[src/rtl/apb_int_arbiter.sv]
// Interrupt arbiter: synchronises sources, latches edge events into pending,
// and presents one enabled source (fixed-priority or round-robin) until it is acknowledged.
module apb_int_arbiter #(
  parameter int unsigned NUM_SRC   = 32,
  parameter logic [31:0] EDGE_MASK = 32'h0000_7700
) (
  input  logic               PCLK,
  input  logic               PRESETn,
  input  logic [NUM_SRC-1:0] int_src,
  input  logic               cfg_wr,
  input  logic [1:0]         cfg_addr,
  input  logic [31:0]        cfg_wdata,
  output logic [31:0]        cfg_rdata,
  output logic               irq_valid,
  output logic [4:0]         irq_id,
  input  logic               irq_ack
);

  localparam int unsigned IDW = 5;
  localparam int unsigned SW  = (NUM_SRC > 1) ? $clog2(NUM_SRC) : 1;
  localparam logic [NUM_SRC-1:0] EDGE_V = EDGE_MASK[NUM_SRC-1:0];

  typedef enum logic [1:0] {ST_IDLE, ST_PRESENT, ST_GAP} state_e;

  state_e             state_q, state_d;
  logic [NUM_SRC-1:0] s1_q, s2_q, s3_q;
  logic [NUM_SRC-1:0] pend_edge_q, pend_edge_d;
  logic [NUM_SRC-1:0] enable_q, enable_d;
  logic               mode_q, mode_d;
  logic [IDW-1:0]     rr_ptr_q, rr_ptr_d;
  logic               irq_valid_q, irq_valid_d;
  logic [IDW-1:0]     irq_id_q, irq_id_d;

  logic [NUM_SRC-1:0] pending, eligible, ack_clr, w1c;
  logic [IDW-1:0]     arb_start, win_id, ptr_next;
  logic               win_found;

  // Source synchroniser plus one extra stage for rising-edge detection
  always_ff @(posedge PCLK or negedge PRESETn) begin
    if (!PRESETn) begin
      s1_q <= '0;
      s2_q <= '0;
      s3_q <= '0;
    end else begin
      s1_q <= int_src;
      s2_q <= s1_q;
      s3_q <= s2_q;
    end
  end

  assign pending  = (pend_edge_q & EDGE_V) | (s2_q & ~EDGE_V);
  assign eligible = pending & enable_q;

  // A new rising edge is ORed in after the clear, so it survives a same-cycle ack/W1C
  always_comb begin
    ack_clr = '0;
    if (state_q == ST_PRESENT && irq_ack) ack_clr = NUM_SRC'(1) << irq_id_q;
    w1c = (cfg_wr && cfg_addr == 2'd1) ? cfg_wdata[NUM_SRC-1:0] : '0;
    pend_edge_d = ((pend_edge_q & ~(ack_clr | w1c)) | (s2_q & ~s3_q)) & EDGE_V;
  end

  always_comb begin
    enable_d = enable_q;
    mode_d   = mode_q;
    if (cfg_wr && cfg_addr == 2'd0) enable_d = cfg_wdata[NUM_SRC-1:0];
    if (cfg_wr && cfg_addr == 2'd2) mode_d = cfg_wdata[0];
  end

  // Ascending search with wrap; fixed priority is the same search from index 0
  assign arb_start = mode_q ? rr_ptr_q : '0;

  always_comb begin
    int unsigned idx;
    idx       = 0;
    win_found = 1'b0;
    win_id    = '0;
    for (int unsigned i = 0; i < NUM_SRC; i++) begin
      idx = 32'(arb_start) + i;
      if (idx >= NUM_SRC) idx = idx - NUM_SRC;
      if (!win_found && eligible[SW'(idx)]) begin
        win_found = 1'b1;
        win_id    = IDW'(idx);
      end
    end
  end

  assign ptr_next = (win_id == IDW'(NUM_SRC - 1)) ? '0 : win_id + IDW'(1);

  // Presentation FSM
  always_comb begin
    state_d     = state_q;
    irq_valid_d = irq_valid_q;
    irq_id_d    = irq_id_q;
    rr_ptr_d    = rr_ptr_q;
    case (state_q)
      ST_IDLE: begin
        if (win_found) begin
          state_d     = ST_PRESENT;
          irq_valid_d = 1'b1;
          irq_id_d    = win_id;
          rr_ptr_d    = ptr_next;
        end
      end
      ST_PRESENT: begin
        if (irq_ack) begin
          state_d     = ST_GAP;
          irq_valid_d = 1'b0;
        end
      end
      ST_GAP: state_d = ST_IDLE;
      default: begin
        state_d     = ST_IDLE;
        irq_valid_d = 1'b0;
      end
    endcase
  end

  always_ff @(posedge PCLK or negedge PRESETn) begin
    if (!PRESETn) begin
      state_q     <= ST_IDLE;
      pend_edge_q <= '0;
      enable_q    <= '0;
      mode_q      <= 1'b0;
      rr_ptr_q    <= '0;
      irq_valid_q <= 1'b0;
      irq_id_q    <= '0;
    end else begin
      state_q     <= state_d;
      pend_edge_q <= pend_edge_d;
      enable_q    <= enable_d;
      mode_q      <= mode_d;
      rr_ptr_q    <= rr_ptr_d;
      irq_valid_q <= irq_valid_d;
      irq_id_q    <= irq_id_d;
    end
  end

  always_comb begin
    cfg_rdata = '0;
    case (cfg_addr)
      2'd0:    cfg_rdata[NUM_SRC-1:0] = enable_q;
      2'd1:    cfg_rdata[NUM_SRC-1:0] = pending;
      2'd2:    cfg_rdata[0]           = mode_q;
      default: cfg_rdata[5:0]         = {irq_valid_q, irq_id_q};
    endcase
  end

  assign irq_valid = irq_valid_q;
  assign irq_id    = irq_id_q;

endmodule

[config.mk]
export PLATFORM = sky130hd
export DESIGN_NAME = apb_int_arbiter
export DESIGN_NICKNAME = d
export VERILOG_FILES = /design/src/rtl/apb_int_arbiter.sv
export SDC_FILE = /design/constraint.sdc
export NUM_CORES = 1
export LEC_CHECK = 0
export ABC_CLOCK_PERIOD_IN_PS = 10500
export CAP_MARGIN = 5
export CORE_MARGIN = 3
export CORE_UTILIZATION = 63
export DETAILED_ROUTE_END_ITERATION = 10
export PLACE_DENSITY = 0.89
export SLEW_MARGIN = 0
export SYNTH_ARGS = -nofsm -noshare
export SYNTH_HDL_FRONTEND = slang
export SYNTH_SLANG_ARGS = --single-unit
[constraint.sdc]
create_clock -name PCLK -period 10.5 [get_ports PCLK]
set_clock_uncertainty 0.1 [all_clocks]
set_input_delay 1.05 -clock PCLK [delete_from_list [all_inputs] [get_ports PCLK]]
set_output_delay 1.05 -clock PCLK [all_outputs]
set_load 0.01 [all_outputs]
==> metrics.cfg <==
[status]
status = finished, final reports clean

[setup_path]
cp.arrival_ns = 8.74
endpoint_kind = flop
cp-start-kind = flop
reg2reg_from = mode_q
cp-startpoint = mode_q
crit_path_max_fanout = 32
cp.required_ns = 10.77
crit_type = flop to flop

[timing]
period_needed_ns = 8.46
hold_ws_ns = 0.248
worst_pin_slew_ns = 1.36
max_freq_mhz = 118
drv_slew = 0
fin_tns_setup_ns = 0
finalHoldViolations = 0
slew_headroom = 0.0859
rsz0062_at_grt = false
finalCritPeriodShare = 0.806
setup_ws_ns = 2.04
finalSetupViolations = 0

[drt]
avgRoutedWirePerCell_um = 30.6
ant_nets = 0
num_vias = 11481
drt_iter0_drc = 2390
drtPass1Iterations = 9
wl_mm = 43.6
vias_per_cell = 8.05
drc = 0

[layout]
utilization = 0.754
fillers = 1039
instances_no_fill = 1427
syn2layout_area_growth_pct = 16.0
layout.nets = 1276
n_antenna_cell = 0
final_cell_area_um2 = 12100
drive_above_1_share = 0.141

[place]
post_dp_cell_area_um2 = 11500
dp_hpwl_mm = 29.7
place.gp.congestion = 1.13
place_ws_ns = 2.74
placed_cells = 1395
io_buffers = 107

[floorplan]
start_util = 0.650
die_x_um = 134
die_area_um2 = 18100
die_h_um = 134
num_io_pins = 108
rows = 46
coreArea_um2 = 16000

[pwr]
total_power_mw = 4.40
powerDensity_nw_per_um2 = 365
vdd_ir_drop_max_v = 0.000218
leakage_nw = 4.79

[synth]
async_reset_ff_frac = 1.00
yosysSeqAreaShare = 0.294
synth_edf_count = 0
synthTopCellsByArea = dfrtp_1 (29%), mux2i_1 (9.1%), mux2_2 (7.5%), mux4_2 (6.5%), o211ai_1 (5.5%)
netlist_area_um2 = 10400
synth.distinct_cells = 87
synthesis.area_per_instance_um2 = 9.21
synth_nets = 1206
synth_top_area_share = 0.294
ys_ff_latch = 122
synth_common_cells = dfrtp_1 (122), nand2_1 (112), mux2i_1 (95)
synth_most_common_cell = dfrtp_1
postSynthCellCount = 1128
synth_top_area_cell = dfrtp_1
synth_top_flop_cell = dfrtp_1
yosysWarnings = 0

[job]
maxCapViolCount = 0

[clock_network]
postCtsSetupBuffers = 0
cts_sinks = 122
clk_latency_ns = 0.44
cts_made_buffers = 17
path_clk_slew_ns = 0.07
cts_root_buf = clkbuf_16
post_cts_resized = 0
cts_tree = yes
cts_buffer_depth = 2
htree_levels = 4
hold_buffers = 0

[global_route]
grt_pass1_vias = 11113
grt_max_degree = 79
antenna_found_initial = 0
grt_use_total = 0.481
grt_pass1_wl_mm = 66.2
gr-total-overflow = 0

[worst_hold_path]
min_from = s1_q[1]
worstHoldPathType = flop to flop

-- cell type report --
class / count / area [µm²] / area share
inverters: 23 / 98.8 / 0.00820
flip-flops and latches: 122 / 3050 / 0.253
repair buffers: 125 / 1200 / 0.0994
well taps: 216 / 270 / 0.0224
clock buffers: 17 / 425 / 0.0353
clock inverters: 15 / 148 / 0.0122
multi-input cells: 909 / 6860 / 0.569
-- per-layer routing --
metal / up-vias / part of all wire / track usage
met5: - / 0 / 0
met4: 0 / 0.084 / 0.294
met3: 364 / 0.15 / 0.164
met2: 1260 / 0.43 / 0.718
met1: 5332 / 0.34 / 0.603
li1: 4525 / - / -
-- final timing paths --
path | end | slack (ns) | depth (start not counted)
setup reg to reg | rr_ptr_q[3] | 2.04 | 21
setup / recovery | rr_ptr_q[3] | 2.04 | 21
hold / removal | s2_q[1] | 0.25 | 0
min in group asynchronous | enable_q[30] | 0.51 | 1
max in group asynchronous | s3_q[10] | 8.40 | 2
hold reg to reg | s2_q[1] | 0.25 | 0
-- cells by family (layout without fill, tap and decap cells) --
logic type / Yosys count / in the layout / share of synthesized area
AND/OR/NAND/NOR: 392 / 392 / 0.191
XOR/XNOR: 29 / 29 / 0.0259
flip-flops: 122 / 122 / 0.294
adder cells (fa/ha/maj): 8 / 8 / 0.00963
buffers and inverters: 97 / 180 / 0.0474
AO/OA/AOI/OAI: 281 / 281 / 0.192
multiplexers: 199 / 199 / 0.240
-- cell usage in the layout, fill, tap and decap left out, drive strengths merged, types with 7 or more instances in the layout --
master,n
nand2,112
dfrtp,122
and2,11
mux4,32
nand3,49
or3,10
nor2b,8
mux2i,96
buf,20
xnor2,24
o211ai,76
clkdlybuf4s50,105
o21ai,54
inv,30
ha,8
mux2,71
o22ai,18
nor2,74
and4,13
nand4,35
or4,8
nor3,31
nand2b,7
nor4,10
a21oi,27
clkbuf,17
a22oi,8
-- critical path, stage by stage, from the launching register on --
cell and delay [ns]:
dfrtp_1 0.73, buf_4 0.43, and2_1 0.70, a21o_1 0.77, nor3_1 0.17, nor4_1 0.83
o22ai_1 0.34, o211ai_1 0.73, nor3_1 0.14, buf_4 0.23, nand3_1 0.23, o21ai_1 0.19
a2111oi_1 0.69, o311ai_0 0.40, and2_2 0.32, ha_1 0.25, nand2_1 0.07, nor2_1 0.05
ha_1 0.23, or2_2 0.32, a311oi_1 0.28, a221o_1 0.17
-- flip-flops by register name, summed over array words and instances, names as in the netlist --
| signal | cells |
|---|---|
| irq_id | 5 |
| pend_edge_q | 6 |
| enable_q | 32 |
| irq_valid | 1 |
| mode_q | 1 |
| state_q | 2 |
| rr_ptr_q | 5 |
| s1_q | 32 |
| s2_q | 32 |
| s3_q | 6 |
-- where the power goes --
| part | switching, mW | internal, mW | leakage, nW |
|---|---|---|---|
| clock | 0.270 | 0.315 | 0.274 |
| combinational | 2.07 | 1.11 | 3.09 |
| sequential | 0.0988 | 0.536 | 1.43 |
Power figures use the tool's default switching activity.
